## config.mk

```make
export PLATFORM = sky130hd
export DESIGN_NAME = cdc_rd_ctrl_prefetch
export DESIGN_NICKNAME = d
export VERILOG_FILES = /design/src/rtl/cdc_pkg.sv /design/src/rtl/cdc_gray2bin.sv /design/src/rtl/cdc_rd_ctrl_prefetch.sv
export SDC_FILE = /design/constraint.sdc
export NUM_CORES = 1
export LEC_CHECK = 0
export ABC_AREA = 1
export BUFFER_PORTS_ARGS = -buffer_cell sky130_fd_sc_hd__buf_2
export CAP_MARGIN = 20
export CELL_PAD_IN_SITES_DETAIL_PLACEMENT = 1
export CELL_PAD_IN_SITES_GLOBAL_PLACEMENT = 2
export CORE_MARGIN = 2
export CORE_UTILIZATION = 24
export CTS_CLUSTER_DIAMETER = 60
export DETAILED_ROUTE_END_ITERATION = 12
export HOLD_SLACK_MARGIN = 0.05
export PLACE_DENSITY = 0.8
export SETUP_SLACK_MARGIN = 0.2
export SYNTH_ARGS = -nofsm -noshare
export SYNTH_HDL_FRONTEND = slang
export SYNTH_HIERARCHICAL = 1
export SYNTH_SLANG_ARGS = --single-unit
```

## constraint.sdc

```tcl
create_clock -name i_clk -period 3.72 [get_ports i_clk]
set_clock_uncertainty 0.2 [all_clocks]
set_input_delay 0.186 -clock i_clk [delete_from_list [all_inputs] [get_ports i_clk]]
set_output_delay 0.186 -clock i_clk [all_outputs]
set_load 0.05 [all_outputs]
```

## src/rtl/cdc_pkg.sv

```systemverilog
// ---------------------------------------------------------------------------
// cdc_pkg
// Shared definitions for the clock-domain-crossing FIFO controllers.
//   - CDC_MAX_W      : widest pointer the helper functions handle
//   - ptr_w()        : pointer width for a given RAM address width
//                      (ADDR_WIDTH + 1, the extra MSB is the wrap bit)
//   - bin2gray()     : binary -> reflected gray
//   - gray2bin()     : reflected gray -> binary
// The helpers work on zero-extended CDC_MAX_W-bit vectors. Upper zero bits
// do not change either encoding, so callers cast their PTR_W-bit values in
// and truncate the result back.
// ---------------------------------------------------------------------------
package cdc_pkg;

  localparam int CDC_MAX_W      = 32;
  localparam int ADDR_WIDTH_DEF = 3;

  function automatic int ptr_w(input int addr_width);
    return addr_width + 1;
  endfunction

  function automatic logic [CDC_MAX_W-1:0] bin2gray(input logic [CDC_MAX_W-1:0] bin);
    return bin ^ (bin >> 1);
  endfunction

  function automatic logic [CDC_MAX_W-1:0] gray2bin(input logic [CDC_MAX_W-1:0] gray);
    logic [CDC_MAX_W-1:0] bin;
    bin = '0;
    for (int i = 0; i < CDC_MAX_W; i++) begin
      bin[i] = ^(gray >> i);
    end
    return bin;
  endfunction

endpackage

```

## src/rtl/cdc_gray2bin.sv

```systemverilog
// ---------------------------------------------------------------------------
// cdc_gray2bin
// Purely combinational gray -> binary decoder. Each binary bit is the XOR of
// all gray bits at and above its position (XOR-prefix from the MSB). It is
// shared with the write-side controller.
// Ports:
//   i_gray  in  W  gray-coded value
//   o_bin   out W  binary value
// ---------------------------------------------------------------------------
module cdc_gray2bin #(
  parameter int W = 4
) (
  input  logic [W-1:0] i_gray,
  output logic [W-1:0] o_bin
);

  for (genvar g = 0; g < W; g++) begin : g_bit
    assign o_bin[g] = ^(i_gray >> g);
  end

endmodule

```

## src/rtl/cdc_rd_ctrl_prefetch.sv

```systemverilog
// ---------------------------------------------------------------------------
// cdc_rd_ctrl_prefetch
// Read-side controller of the AXI4 interconnect CDC FIFO. Owns the read
// pointer (binary and gray, with wrap bit), detects empty against the
// synchronised write pointer, drives a registered-read RAM and keeps a
// one-entry prefetch so data is presented first-word-fall-through with one
// pop per cycle when streaming.
//
// Optional feature macro: CDC_RD_LEVEL_EN
//   defined   : o_rdLevel / o_almostEmpty are registered level reporting
//   undefined : both tied to 0, no gray decoder is built
//
// Ports:
//   i_clk           in   1      read-domain clock
//   i_rst           in   1      synchronous active-high reset
//   i_wrPtr_gray    in   PTR_W  write pointer (gray), already synchronised
//   i_readyForOut   in   1      downstream ready
//   o_rdPtr_gray    out  PTR_W  registered read pointer (gray)
//   o_ramRdAddr     out  AW     RAM read address
//   o_ramRe         out  1      RAM read enable (data valid next edge)
//   o_infoOutValid  out  1      output data valid
//   o_fifoRe        out  1      pop handshake (valid & ready)
//   o_rdLevel       out  PTR_W  unfetched entries in RAM (optional)
//   o_almostEmpty   out  1      rdLevel <= AEMPTY_THRESH (optional)
// ---------------------------------------------------------------------------
module cdc_rd_ctrl_prefetch
  import cdc_pkg::*;
#(
  parameter int ADDR_WIDTH    = ADDR_WIDTH_DEF,
  parameter int AEMPTY_THRESH = 1
) (
  input  logic                  i_clk,
  input  logic                  i_rst,
  input  logic [ADDR_WIDTH:0]   i_wrPtr_gray,
  input  logic                  i_readyForOut,
  output logic [ADDR_WIDTH:0]   o_rdPtr_gray,
  output logic [ADDR_WIDTH-1:0] o_ramRdAddr,
  output logic                  o_ramRe,
  output logic                  o_infoOutValid,
  output logic                  o_fifoRe,
  output logic [ADDR_WIDTH:0]   o_rdLevel,
  output logic                  o_almostEmpty
);

  localparam int PTR_W = ptr_w(ADDR_WIDTH);

  logic [PTR_W-1:0] r_rdPtr_bin;
  logic [PTR_W-1:0] r_rdPtr_gray;
  logic             r_valid;

  logic             w_empty;
  logic             w_ramRe;
  logic             w_valid_next;
  logic [PTR_W-1:0] w_rdPtr_bin_next;
  logic [PTR_W-1:0] w_rdPtr_gray_next;

  // Empty detect, RAM fetch decision and next pointer / valid values.
  always_comb begin
    w_empty           = (r_rdPtr_gray == i_wrPtr_gray);
    // Fetch whenever data exists and the output slot is free or being popped.
    w_ramRe           = ~w_empty & (~r_valid | i_readyForOut);
    w_rdPtr_bin_next  = r_rdPtr_bin;
    w_valid_next      = r_valid;
    if (w_ramRe) begin
      w_rdPtr_bin_next = r_rdPtr_bin + PTR_W'(1);
    end else begin
      w_rdPtr_bin_next = r_rdPtr_bin;
    end
    // Gray register is loaded from the next binary value so the port is a
    // clean flop output for the write-domain synchroniser.
    w_rdPtr_gray_next = PTR_W'(bin2gray(CDC_MAX_W'(w_rdPtr_bin_next)));
    if (w_ramRe) begin
      w_valid_next = 1'b1;
    end else if (i_readyForOut) begin
      w_valid_next = 1'b0;
    end else begin
      w_valid_next = r_valid;
    end
  end

  // Read pointer and output-valid state.
  always_ff @(posedge i_clk) begin
    if (i_rst) begin
      r_rdPtr_bin  <= '0;
      r_rdPtr_gray <= '0;
      r_valid      <= 1'b0;
    end else begin
      r_rdPtr_bin  <= w_rdPtr_bin_next;
      r_rdPtr_gray <= w_rdPtr_gray_next;
      r_valid      <= w_valid_next;
    end
  end

  assign o_rdPtr_gray   = r_rdPtr_gray;
  assign o_ramRdAddr    = r_rdPtr_bin[ADDR_WIDTH-1:0];
  assign o_ramRe        = w_ramRe;
  assign o_infoOutValid = r_valid;
  assign o_fifoRe       = r_valid & i_readyForOut;

`ifdef CDC_RD_LEVEL_EN
  localparam logic [PTR_W-1:0] AE_TH = PTR_W'(AEMPTY_THRESH);

  logic [PTR_W-1:0] w_wrPtr_bin;
  logic [PTR_W-1:0] w_level_next;
  logic [PTR_W-1:0] r_rdLevel;
  logic             r_almostEmpty;

  cdc_gray2bin #(
    .W (PTR_W)
  ) u_wr_gray2bin (
    .i_gray (i_wrPtr_gray),
    .o_bin  (w_wrPtr_bin)
  );

  // Level counts entries still in RAM after this cycle's fetch; the wrap bit
  // makes the modulo difference cover the full 0..depth range.
  assign w_level_next = w_wrPtr_bin - w_rdPtr_bin_next;

  // Level and almost-empty registers.
  always_ff @(posedge i_clk) begin
    if (i_rst) begin
      r_rdLevel     <= '0;
      r_almostEmpty <= 1'b1;
    end else begin
      r_rdLevel     <= w_level_next;
      r_almostEmpty <= (w_level_next <= AE_TH);
    end
  end

  assign o_rdLevel     = r_rdLevel;
  assign o_almostEmpty = r_almostEmpty;
`else
  assign o_rdLevel     = '0;
  assign o_almostEmpty = 1'b0;
`endif

endmodule

```

Word level (Yosys, flattened, before mapping). Cells that the tools add are included.

Register bits: 9. Input port bits: 7. Output and inout port bits: 15. Logic and storage cells: 15.

Add/sub/neg operators: 1. Eq/ne operators: 1. Muxes and demuxes: 3. Bitwise logic cells: 6. Reduce and logical (&&, ||, !) cells: 1.

Operators with widths (count): $add A4 B1 Y4 const B (1); $eq A4 B4 Y1 (1); $mux W4 (1); $xor A4 B3 Y4 (1); $and A1 B1 Y1 (2); $mux W1 (2); $not A1 Y1 (2); $reduce_bool A2 Y1 (1); $or A1 B1 Y1 (1).

Depth between registers and ports, before layout. Gate-level depths: netlist (run 1).

Depth after elaboration: 5. Gate-level depth with buffers: 11.

Least setup slack after synthesis (run 1). Ideal clock, no wire load.

Kind: register to register. Start: reg r_rdPtr_bin[3]. End: reg r_rdPtr_gray[2] (netlist: o_rdPtr_gray[2]). Setup time: 113 ps. Arrival time: 1456 ps. Required time: 3407 ps. Slack: 1951 ps. Cell stages (with the launch flop): 12. Buffers on the path: 0. Path through: dfxtp_1 > inv_1 > nand2_1 > nand2_1 > nor2_2 > nand2_4 > nand2_4 > nand2_1 > nand2_2 > nand2_1 > nand2_1 > nor2_1.

Word-level cells in the longest chain between the ends: 3.

Ends and longest elaborated chain: from (decl) (RTL line cdc_rd_ctrl_prefetch.sv:47) `logic [PTR_W-1:0] r_rdPtr_bin;`; from (signal assigned) (RTL line cdc_rd_ctrl_prefetch.sv:88) `r_rdPtr_bin <= w_rdPtr_bin_next;`; $add A4 B1 Y4 (RTL line cdc_rd_ctrl_prefetch.sv:65) `w_rdPtr_bin_next = r_rdPtr_bin + PTR_W'(1);`; $mux W4 * (RTL line cdc_rd_ctrl_prefetch.sv:64) `if (w_ramRe) begin`; $xor A4 B3 Y4 * (RTL line cdc_pkg.sv:23) `return bin ^ (bin >> 1);`; to (signal assigned) (RTL line cdc_rd_ctrl_prefetch.sv:89) `r_rdPtr_gray <= w_rdPtr_gray_next;`; to (decl) (RTL line cdc_rd_ctrl_prefetch.sv:48) `logic [PTR_W-1:0] r_rdPtr_gray;`.

Mark *: on every way between the ends. The rest lies on a longest branch, timed or not. A chain may end at the register's enable or synchronous reset.

==> impl_table.tex, run 1 <==
\begin{tabular}{lr}
\hline
Metric & Value \\
\hline
\multicolumn{2}{l}{\textbf{Setup path}} \\
\quad Required time of the critical path & 3330 ps \\
\quad CP Capture Type & output port \\
\quad Cell class contributing the biggest share of worst-path delay & simple AND/OR/NAND/NOR gates \\
\quad Cell-by-cell listing of the critical path & inv\_1 > nand2\_1 > nand2\_1 > nor2\_2 > nand2\_4 > nand2\_4 > inv\_1 > buf\_2 \\
\quad Delay of the slowest cell on the worst path & 360 ps \\
\quad Startpoint type of the worst setup path & flip-flop \\
\quad Worst Path Class, Setup & reg2out \\
\quad Max FO, Critical Path & 8 \\
\quad Crit path DAT & 1390 ps \\
\quad Critical path buffer and inverter count & 3 \\
\quad Slowest stage cell on the critical path & dfxtp\_1 \\
\multicolumn{2}{l}{\textbf{CTS}} \\
\quad Latest clock arrival within the worst-skew pair & 260 ps \\
\quad Number of buffers inserted by post-CTS setup repair & 0 \\
\quad Post-CTS Hold Fix Bufs & 1 \\
\quad TritonCTS clock tree & done \\
\quad TritonCTS buffer count & 3 \\
\quad H-tree levels & 1 \\
\quad Clock Tree Root & clkbuf\_4 \\
\quad Count of instances resized after the clock tree is built & 0 \\
\quad Clock tree sinks & 8 \\
\quad CTS max path bufs & 2 \\
\quad Clock transition at the registers of the reported paths & 60 ps \\
\multicolumn{2}{l}{\textbf{Job}} \\
\quad Count of maximum capacitance violations & 0 \\
\multicolumn{2}{l}{\textbf{Yosys}} \\
\quad Top post-synthesis cells by area & dfxtp\_1, nand2\_1, inv\_1 \\
\quad Post-Synthesis Mean Instance Area & 6.242 um2 \\
\quad Register bit count reported by yosys & 8 \\
\quad Netlist area before placement & 549.3 um2 \\
\quad Fraction of the yosys area taken by sequential cells & 29.16\% \\
\quad Synth area leader & dfxtp\_1 \\
\quad Number of instances in the synthesized netlist & 88 \\
\quad Fraction of post-synthesis cell area in the top cell type by area & 29.16\% \\
\quad Distinct cells, synth & 15 \\
\quad Warning count from the yosys run & 6 \\
\multicolumn{2}{l}{\textbf{Pwr}} \\
\quad Leakage power figure & 0.4028 nW \\
\quad Worst supply voltage drop on vdd & 0.1654 mV \\
\quad Power density normalized to cell area & 476.3 nW/um2 \\
\quad Total power of the final layout & 0.3212 mW \\
\multicolumn{2}{l}{\textbf{Route}} \\
\quad Vias & 562 \\
\quad DRT Wirelength & 1315 um \\
\quad Routed vias/inst & 4.163 \\
\quad DRC violation count after routing & 0 \\
\quad Number of detailed-routing iterations run before antenna repair & 2 \\
\quad WL per Instance & 9.741 um \\
\quad Residual antenna-violating net count after detailed routing & 0 \\
\quad DRC violation total after the first TritonRoute iteration & 7 \\
\multicolumn{2}{l}{\textbf{Global route}} \\
\quad Total global routing track utilization & 11.57\% \\
\quad Antenna violations before repair & 0 \\
\quad First-pass GRT wire length & 2270 um \\
\quad Number of global-route vias before repair & 534 \\
\quad Maximum number of pins on one net before global-route repair & 9 \\
\quad Overflow left after global routing & 0 \\
\multicolumn{2}{l}{\textbf{Floorplan}} \\
\quad Die area & 2687 um2 \\
\quad Ports placed on the boundary & 22 \\
\quad Initial core utilization & 25.07\% \\
\quad Std-Cell Rows & 17 \\
\quad Y dimension of the die & 51.84 um \\
\quad Die width & 51.84 um \\
\quad CORE AREA & 2191 um2 \\
\multicolumn{2}{l}{\textbf{Timing}} \\
\quad Period Utilization, post-route & 47.85\% \\
\quad Final Hold Vio Count & 0 \\
\quad Post-Route Hold Slack & 165.5 ps \\
\quad Peak clock frequency supported by timing & 0.5618 GHz \\
\quad Setup tns final & 0 ps \\
\quad Number of setup violations in the final report & 0 \\
\quad Count of final max-slew check failures & 0 \\
\quad Minimum clock period after layout & 1780 ps \\
\quad Setup WS post-layout & 1940 ps \\
\quad Unrepaired setup endpoints after global routing & no \\
\multicolumn{2}{l}{\textbf{Layout}} \\
\quad Fraction of final layout cells with drive strength greater than 1 & 26.17\% \\
\quad Number of nets in the final layout & 117 \\
\quad Post-route cell area & 674.4 um2 \\
\quad Layout area overhead & 22.78\% \\
\quad Final Util & 30.78\% \\
\quad ANT cells & 0 \\
\quad Layout filler cell count & 298 \\
\quad Final instance count without filler cells & 135 \\
\multicolumn{2}{l}{\textbf{Place}} \\
\quad Placed Instances & 131 \\
\quad IO buf count & 16 \\
\quad Instance area after placement & 641.9 um2 \\
\quad Dpl ws & 2199 ps \\
\quad Routability cong. & 0.7166 \\
\quad Post-detail-place hpwl & 1070 um \\
\multicolumn{2}{l}{\textbf{Worst hold path}} \\
\quad Worst min-delay path category & in2reg \\
\multicolumn{2}{l}{\textbf{Outcome}} \\
\quad Outcome & complete, no violations \\
\hline
\end{tabular}
==> routing by layer <==
metal | GRT usage [%] | up-vias | wire length [um]
met5 | 0 | - | 0
met4 | 2.632 | 0 | 0
met3 | 5.172 | 0 | 84
met2 | 20.04 | 15 | 661
met1 | 12.85 | 263 | 569
li1 | - | 284 | -
==> cells by family (layout without fill, tap and decap cells) <==
family / count (synthesis) / count (layout) / synth area share, %
flip-flops: 8 / 8 / 29.16
buffers and inverters: 23 / 38 / 19.13
AND/OR/NAND/NOR: 51 / 51 / 43.73
adder cells (fa/ha/maj): 1 / 1 / 2.278
other: 1 / 5 / 0.6827
AO/OA/AOI/OAI: 2 / 2 / 1.821
XOR/XNOR: 2 / 2 / 3.190
==> final timing paths <==
check / from / endpoint / slack, ps / cells after the start
setup reg to reg: r_rdPtr_bin[3]$_SDFF_PP0_ / o_rdPtr_gray[1]$_SDFF_PP0_ / 2220 / 11
setup / recovery: r_rdPtr_bin[3]$_SDFF_PP0_ / o_ramRe / 1940 / 8
hold reg to reg: r_rdPtr_bin[3]$_SDFF_PP0_ / r_rdPtr_bin[3]$_SDFF_PP0_ / 340 / 2
hold / removal: i_readyForOut / o_infoOutValid$_SDFFE_PP0P_ / 170 / 4
==> area by class of cell <==
cell class / count / area [um2] / share of cell area (%)
clock buffer: 3 / 22.52 / 3.340
sequential: 8 / 160.2 / 23.75
multi-input combinational: 61 / 299.0 / 44.34
timing repair buffer: 17 / 90.09 / 13.36
tap: 28 / 35.03 / 5.195
inverter: 18 / 67.56 / 10.02
==> sequential cells by signal, summed over array words and instances, names as in the netlist <==
name and cells:
o_rdPtr_gray 3, o_infoOutValid 1, r_rdPtr_bin 4
==> report_power, final <==
part	switching, mW	total (mW)	internal, mW
registers	0.0104	0.108	0.0971
clock network	0.0334	0.0706	0.0372
logic	0.106	0.143	0.0370
total	0.150	0.321	0.171
==> layout by cell type (no fill, tap or decap) <==
cell,count
nand2_2,3
dfxtp_1,8
a21oi_1,1
nor2_2,2
buf_2,16
nor2_1,11
conb_1,5
xor2_1,2
nand2_1,26
nand2_4,3
ha_1,1
clkbuf_4,3
o21ai_0,1
nand3_1,5
dlygate4sd3_1,1
nand3b_2,1
inv_1,18
==> tightest hold or removal path, stage by stage <==
cell     delay [ps]
buf_2            90
nor2_1           60
o21ai_0         200
inv_1            40
==> synthesized netlist by cell type <==
library cell / number
a21oi_1: 1
nand3b_2: 1
dfxtp_1: 8
nand2_2: 3
nor2_1: 11
inv_1: 18
o21ai_0: 1
nand2_4: 3
xor2_1: 2
ha_1: 1
nor2_2: 2
nand2_1: 26
buf_4: 5
conb_1: 1
nand3_1: 5
Power figures use the tool's default switching activity.
==> run 2: changes to the inputs <==
--- a/config.mk
+++ b/config.mk
@@ -11,11 +11,11 @@
 export CELL_PAD_IN_SITES_DETAIL_PLACEMENT = 1
 export CELL_PAD_IN_SITES_GLOBAL_PLACEMENT = 2
 export CORE_MARGIN = 2
-export CORE_UTILIZATION = 24
+export CORE_UTILIZATION = 20
 export CTS_CLUSTER_DIAMETER = 60
 export DETAILED_ROUTE_END_ITERATION = 12
 export HOLD_SLACK_MARGIN = 0.05
-export PLACE_DENSITY = 0.8
+export PLACE_DENSITY = 0.72
 export SETUP_SLACK_MARGIN = 0.2
 export SYNTH_ARGS = -nofsm -noshare
 export SYNTH_HDL_FRONTEND = slang
==> constraint.sdc (replaced) <==
create_clock -name i_clk -period 1.5 [get_ports i_clk]
set_clock_uncertainty 0.2 [all_clocks]
set_input_delay 0.075 -clock i_clk [delete_from_list [all_inputs] [get_ports i_clk]]
set_output_delay 0.075 -clock i_clk [all_outputs]
set_load 0.05 [all_outputs]
==> impl_table.tex, run 2 (synthesized netlist as in run 1, its figures left out) <==
\begin{tabular}{lr}
\hline
Metric & Value \\
\hline
\multicolumn{2}{l}{\textbf{Setup path}} \\
\quad CP Capture Type & output port \\
\quad R2R Setup Slk & 40 ps (-2180 ps) \\
\quad Worst Path Class, Setup & reg2out \\
\quad Startpoint of the worst-slack reg-to-reg timing path & r\_rdPtr\_bin[3]\$\_SDFF\_PP0\_ \\
\quad Required time of the critical path & 1220 ps (-2110 ps) \\
\quad Critical Path Source & r\_rdPtr\_bin[3]\$\_SDFF\_PP0\_ \\
\quad Startpoint type of the worst setup path & flip-flop \\
\quad Crit path DAT & 1220 ps (-170 ps) \\
\quad Worst R2R End & o\_rdPtr\_gray[2]\$\_SDFF\_PP0\_ \\
\quad Count of cells along the worst register-to-register path & 12 (+1) \\
\quad Max FO, Critical Path & 4 (-4) \\
\multicolumn{2}{l}{\textbf{Timing}} \\
\quad Peak clock frequency supported by timing & 0.6691 GHz \\
\quad Number of setup violations in the final report & 0 (unchanged) \\
\quad Unrepaired setup endpoints after global routing & yes \\
\quad Post-Route Hold Slack & -20.34 ps (-185.8 ps) \\
\quad Period Utilization, post-route & 99.63\% \\
\quad Setup tns final & 0 ps (unchanged) \\
\quad Minimum clock period after layout & 1494 ps \\
\quad Final Hold Vio Count & 1 (+1) \\
\quad Setup WS post-layout & 5.521 ps (-1935 ps) \\
\quad Count of final max-slew check failures & 0 (unchanged) \\
\multicolumn{2}{l}{\textbf{CTS}} \\
\quad H-tree levels & 1 (unchanged) \\
\quad TritonCTS buffer count & 3 (unchanged) \\
\quad Clock tree sinks & 8 (unchanged) \\
\quad Post-CTS Hold Fix Bufs & 1 (unchanged) \\
\quad Clock Tree Root & clkbuf\_4 \\
\quad Latest clock arrival within the worst-skew pair & 250 ps (about the same) \\
\quad CTS max path bufs & 2 (unchanged) \\
\quad Clock transition at the registers of the reported paths & 60 ps (about the same) \\
\quad TritonCTS clock tree & done \\
\multicolumn{2}{l}{\textbf{Route}} \\
\quad DRC violation total after the first TritonRoute iteration & 5 (-2) \\
\quad Residual antenna-violating net count after detailed routing & 0 (unchanged) \\
\quad WL per Instance & 9.445 um (-3.0\%) \\
\quad Number of detailed-routing iterations run before antenna repair & 3 (+1) \\
\quad Vias & 597 (+6.2\%) \\
\quad DRC violation count after routing & 0 (unchanged) \\
\quad DRT Wirelength & 1379 um (+4.9\%) \\
\quad Routed vias/inst & 4.089 (-1.8\%) \\
\multicolumn{2}{l}{\textbf{Pwr}} \\
\quad Power density normalized to cell area & 1053 nW/um2 (+120\%) \\
\quad Worst supply voltage drop on vdd & 0.3574 mV (+120\%) \\
\quad Leakage power figure & 0.4611 nW (+14\%) \\
\multicolumn{2}{l}{\textbf{Layout}} \\
\quad Most flops, register & r\_rdPtr\_bin \\
\quad ANT cells & 0 (unchanged) \\
\quad Layout filler cell count & 350 (+17\%) \\
\quad Fraction of final layout cells with drive strength greater than 1 & 55.65\% (+29 points) \\
\quad Number of nets in the final layout & 124 (+6.0\%) \\
\quad Number of flip-flops in the largest register & 4 (unchanged) \\
\quad Layout area overhead & 54.44\% \\
\quad Most frequent cells in the layout & nand2\_2, buf\_2, inv\_1, nand2\_1, nor2\_1 \\
\multicolumn{2}{l}{\textbf{Global route}} \\
\quad Total global routing track utilization & 9.095\% (-2.5 points) \\
\quad Maximum number of pins on one net before global-route repair & 8 (-1) \\
\quad Antenna violations before repair & 0 (unchanged) \\
\quad First-pass GRT wire length & 2339 um (+3.0\%) \\
\quad Number of global-route vias before repair & 578 (+8.2\%) \\
\quad Overflow left after global routing & 0 (unchanged) \\
\multicolumn{2}{l}{\textbf{Place}} \\
\quad Dpl ws & 25.63 ps (-2173 ps) \\
\quad Routability cong. & 0.7134 (-0.45\%) \\
\quad IO buf count & 16 (unchanged) \\
\quad Post-detail-place hpwl & 1023 um (-4.5\%) \\
\multicolumn{2}{l}{\textbf{Floorplan}} \\
\quad CORE AREA & 2686 um2 (+23\%) \\
\quad Initial core utilization & 20.45\% (-4.6 points) \\
\quad Die area & 3182 um2 (+18\%) \\
\quad Ports placed on the boundary & 22 (unchanged) \\
\quad Std-Cell Rows & 19 (+2) \\
\quad Y dimension of the die & 56.41 um (+8.8\%) \\
\quad Die width & 56.41 um (+8.8\%) \\
\multicolumn{2}{l}{\textbf{Job}} \\
\quad Count of maximum capacitance violations & 0 (unchanged) \\
\multicolumn{2}{l}{\textbf{Worst hold path}} \\
\quad Worst min-delay path category & in2reg \\
\quad Worst min-delay path startpoint & i\_readyForOut \\
\quad Endpoint of the worst hold-timing path & o\_infoOutValid\$\_SDFFE\_PP0P\_ \\
\quad Cell depth of the worst min-delay path & 4 (unchanged) \\
\multicolumn{2}{l}{\textbf{Outcome}} \\
\quad Violations in the final reports & negative hold slack \\
\quad Outcome & finished, violations left \\
\hline
\end{tabular}
## run 2: changes by cell type in the layout (fill, tap and decap cells not counted), moves of 5 or more
cell,previous run,this run
nand2_1,26,13
dfxtp_1,8,0
dfxtp_4,0,7
inv_1,18,13
nand2_2,3,15
## run 2: what timing repair did
item | CTS | global route
endpoints found under the hold margin | 8 | 1
pin swaps | 7 | 14
setup buffers | 5 | 2
endpoints found under the setup margin | 9 | 9
resized for setup | 14 | 17
## run 2: worst max path at each step
stage / to / slack (ps) / cells past startpoint
floorplan: o_rdPtr_gray[2]$_SDFF_PP0_ / 40 / 11
global placement: o_rdPtr_gray[2]$_SDFF_PP0_ / 60 / 11
detailed placement: o_rdPtr_gray[0]$_SDFF_PP0_ / 30 / 11
CTS: o_ramRe / -30 / 8
global route: o_ramRe / -80 / 8
finish: o_ramRe / 6 / 8
## run 2: through the flow
stage	util [%]	cells	power, mW	area, um2	hold WS, ps
after global placement	25.06	134	0.6242	673.1	112.0
final	31.58	146	0.8936	848.3	-20.34
after CTS	29.06	144	0.8652	780.7	1.901
after global routing	31.58	146	0.9549	848.3	3.131
after floorplan	-	92	0.5706	591.8	-65.64
after detailed placement	25.06	134	0.6341	673.1	103.5
## run 2: per-layer routing
layer / share of wire, % / vias to the layer above / global-route usage (%)
li1: - / 302 / -
met1: 37 / 282 / 9.296
met2: 58 / 11 / 17.82
met3: 3.3 / 2 / 0.6912
met4: 1.5 / 0 / 5.102
met5: 0 / - / 0
## run 2: final cells by class
type                       instances  area, um2  area share [%]
multi-input combinational         61      361.6           42.63
sequential                         8      187.7           22.12
timing repair buffer              24      163.9           19.32
inverter                          18      70.07           8.260
tap                               31      38.79           4.572
clock buffer                       4      26.28           3.097
## run 2: critical path, cell delays in order (launching register included)
cell and delay (ps):
dfxtp_4 370, inv_4 40, nand2_2 50, nand2_2 60, nor2_4 120, nand2_4 70, nand2_4 80, inv_2 40
buf_8 140
## run 2: power by group
part	switching, mW	internal (mW)	leakage, nW	total, mW
Clock	0.0791	0.102	0.0150	0.181
Combinational	0.292	0.146	0.375	0.438
Sequential	0.0267	0.247	0.0708	0.274
Total	0.398	0.496	0.461	0.894
==> run 3: changes to the inputs <==
--- a/config.mk
+++ b/config.mk
@@ -7,7 +7,6 @@
 export LEC_CHECK = 0
 export ABC_AREA = 1
 export BUFFER_PORTS_ARGS = -buffer_cell sky130_fd_sc_hd__buf_2
-export CAP_MARGIN = 20
 export CELL_PAD_IN_SITES_DETAIL_PLACEMENT = 1
 export CELL_PAD_IN_SITES_GLOBAL_PLACEMENT = 2
 export CORE_MARGIN = 2
@@ -16,6 +15,7 @@
 export DETAILED_ROUTE_END_ITERATION = 12
 export HOLD_SLACK_MARGIN = 0.05
 export PLACE_DENSITY = 0.72
+export REMOVE_ABC_BUFFERS = 1
 export SETUP_SLACK_MARGIN = 0.2
 export SYNTH_ARGS = -nofsm -noshare
 export SYNTH_HDL_FRONTEND = slang
==> impl_table.tex, run 3 (synthesized netlist as in run 1, its figures left out) <==
\begin{tabular}{lr}
\hline
Metric & Value \\
\hline
\multicolumn{2}{l}{\textbf{Route}} \\
\quad WL per Instance & 9.640 um (+2.1\%) \\
\quad Residual antenna-violating net count after detailed routing & 0 (unchanged) \\
\quad Number of detailed-routing iterations run before antenna repair & 2 (-1) \\
\quad Vias & 590 (-1.2\%) \\
\quad DRT Wirelength & 1446 um (+4.9\%) \\
\quad Routed vias/inst & 3.933 (-3.8\%) \\
\quad DRC violation count after routing & 0 (unchanged) \\
\quad DRC violation total after the first TritonRoute iteration & 1 (-4) \\
\multicolumn{2}{l}{\textbf{CTS}} \\
\quad Clock Tree Root & clkbuf\_4 \\
\quad TritonCTS buffer count & 3 (unchanged) \\
\quad Clock transition at the registers of the reported paths & 60 ps (about the same) \\
\quad Clock tree sinks & 8 (unchanged) \\
\quad CTS max path bufs & 2 (unchanged) \\
\quad H-tree levels & 1 (unchanged) \\
\quad TritonCTS clock tree & done \\
\quad Latest clock arrival within the worst-skew pair & 260 ps (about the same) \\
\multicolumn{2}{l}{\textbf{Global route}} \\
\quad Maximum number of pins on one net before global-route repair & 6 (-2) \\
\quad First-pass GRT wire length & 2318 um (-0.90\%) \\
\quad Total global routing track utilization & 9.474\% (+0.38 points) \\
\quad Number of global-route vias before repair & 540 (-6.6\%) \\
\quad Antenna violations before repair & 0 (unchanged) \\
\quad Overflow left after global routing & 0 (unchanged) \\
\multicolumn{2}{l}{\textbf{Layout}} \\
\quad Leading cell type in the layout, fill and taps excluded & nand2\_1 \\
\quad Multi-input combinational cell area & 374.1 um2 (+3.5\%) \\
\quad Number of flip-flops in the largest register & 4 (unchanged) \\
\quad ANT cells & 0 (unchanged) \\
\quad Fraction of final layout cells with drive strength greater than 1 & 59.66\% (+4.0 points) \\
\quad Most frequent cells in the layout & nand2\_1, inv\_1, buf\_2 \\
\quad Number of nets in the final layout & 129 (+4.0\%) \\
\quad Layout area overhead & 61.05\% \\
\quad Sequential cell area & 168.9 um2 (-10\%) \\
\quad Layout filler cell count & 363 (+3.7\%) \\
\quad Most flops, register & r\_rdPtr\_bin \\
\multicolumn{2}{l}{\textbf{Floorplan}} \\
\quad Y dimension of the die & 56.41 um (unchanged) \\
\quad Initial core utilization & 20.45\% (unchanged) \\
\quad CORE AREA & 2686 um2 (unchanged) \\
\quad Die width & 56.41 um (unchanged) \\
\quad Die area & 3182 um2 (unchanged) \\
\quad Std-Cell Rows & 19 (unchanged) \\
\quad Ports placed on the boundary & 22 (unchanged) \\
\multicolumn{2}{l}{\textbf{Timing}} \\
\quad Count of final max-slew check failures & 0 (unchanged) \\
\quad Final Hold Vio Count & 0 (-1) \\
\quad Period Utilization, post-route & 99.95\% (+0.32 points) \\
\quad Post-Route Hold Slack & 121.6 ps (+142.0 ps) \\
\quad Number of setup violations in the final report & 0 (unchanged) \\
\quad Unrepaired setup endpoints after global routing & yes \\
\quad Peak clock frequency supported by timing & 0.6670 GHz (-0.32\%) \\
\quad Minimum clock period after layout & 1499 ps (+4.781 ps) \\
\multicolumn{2}{l}{\textbf{Setup path}} \\
\quad Startpoint type of the worst setup path & flip-flop \\
\quad Required time of the critical path & 1220 ps (about the same) \\
\quad Crit path DAT & 1220 ps (about the same) \\
\quad CP Capture Type & output port \\
\quad Max FO, Critical Path & 5 (+1) \\
\quad Worst Path Class, Setup & reg2out \\
\multicolumn{2}{l}{\textbf{Pwr}} \\
\quad Pint & 0.5157 mW (+4.0\%) \\
\quad Share of power burned in registers & 29.2\% (-1.5 points) \\
\quad Leakage power figure & 0.4825 nW (+4.6\%) \\
\quad Switching power summed over all nets & 0.4165 mW (+4.7\%) \\
\quad Worst supply voltage drop on vdd & 0.5029 mV (+41\%) \\
\quad Total power of the final layout & 0.9322 mW (+4.3\%) \\
\quad Switching power as a share of total power & 44.68\% (+0.17 points) \\
\quad Share of total power in combinational logic & 52.3\% (+3.2 points) \\
\quad Power density normalized to cell area & 1054 nW/um2 (about the same) \\
\quad Proportion of power drawn by the clock network & 18.5\% (-1.8 points) \\
\multicolumn{2}{l}{\textbf{Place}} \\
\quad Routability cong. & 0.7279 (+2.0\%) \\
\quad IO buf count & 16 (unchanged) \\
\quad Post-detail-place hpwl & 1034 um (+1.1\%) \\
\multicolumn{2}{l}{\textbf{Worst hold path}} \\
\quad Worst min-delay path category & in2reg \\
\multicolumn{2}{l}{\textbf{Outcome}} \\
\quad Outcome & complete, no violations \\
\multicolumn{2}{l}{\textbf{Job}} \\
\quad Count of maximum capacitance violations & 0 (unchanged) \\
\hline
\end{tabular}
run 3: routing by layer:
metal	up-vias	wire, um	track usage, %
li1	309	-	-
met1	268	608	10.83
met2	11	771	15.97
met3	2	60	2.535
met4	0	6	5.102
met5	-	0	0
run 3: timing repair:
action	4_1_cts	5_1_grt
endpoints found under the setup margin	11	10
gates cloned	0	0
hold buffers	1	0
pin swaps	5	9
endpoints found under the hold margin	8	0
resized for setup	16	30
setup buffers	6	2
run 3: final cells by class:
| type | instances | share of cell area [%] |
|---|---|---|
| repair buffers | 29 | 24.05 |
| multi-input cells | 61 | 42.29 |
| inverters | 18 | 7.638 |
| well taps | 31 | 4.385 |
| clock buffers | 3 | 2.546 |
| flip-flops and latches | 8 | 19.09 |
run 3: power groups by stage:
stage / combinational (mW) / sequential [mW] / clock [mW]
floorplan: 0.189 / 0.363 / 0
detailed placement: 0.367 / 0.269 / 0
global placement: 0.363 / 0.268 / 0
finish: 0.488 / 0.272 / 0.173
CTS: 0.407 / 0.268 / 0.186
global route: 0.524 / 0.277 / 0.206
run 3: final timing paths:
path                               from                           to  slack (ps)  cells after the start
max          o_rdPtr_gray[2]$_SDFF_PP0_                      o_ramRe         0.7                      8
min                       i_readyForOut  o_infoOutValid$_SDFFE_PP0P_         120                      5
max reg2reg  o_rdPtr_gray[2]$_SDFF_PP0_   o_rdPtr_gray[0]$_SDFF_PP0_          10                     12
min reg2reg   r_rdPtr_bin[0]$_SDFF_PP0_    r_rdPtr_bin[0]$_SDFF_PP0_         420                      3
run 3: per-stage QoR:
| step | instance area, um2 | util [%] | TNS (ps) | setup slack (ps) | cells |
|---|---|---|---|---|---|
| CTS | 782.0 | 29.11 | -114.4 | -32.88 | 148 |
| global route | 884.6 | 32.93 | -337.6 | -83.44 | 150 |
| detailed placement | 675.6 | 25.15 | 0 | 21.38 | 138 |
| floorplan | 526.8 | - | -1603 | -268.8 | 87 |
| finish | 884.6 | 32.93 | 0 | 0.7401 | 150 |
| global placement | 675.6 | 25.15 | 0 | 38.03 | 138 |
run 3: critical path, cell delays in order, from the launching register on:
cell     delay [ps]
dfxtp_2         340
inv_2            30
nand2_1          40
nand2_1          60
nor2_2          140
nand2_4          80
nand2_4          90
inv_2            40
buf_8           140
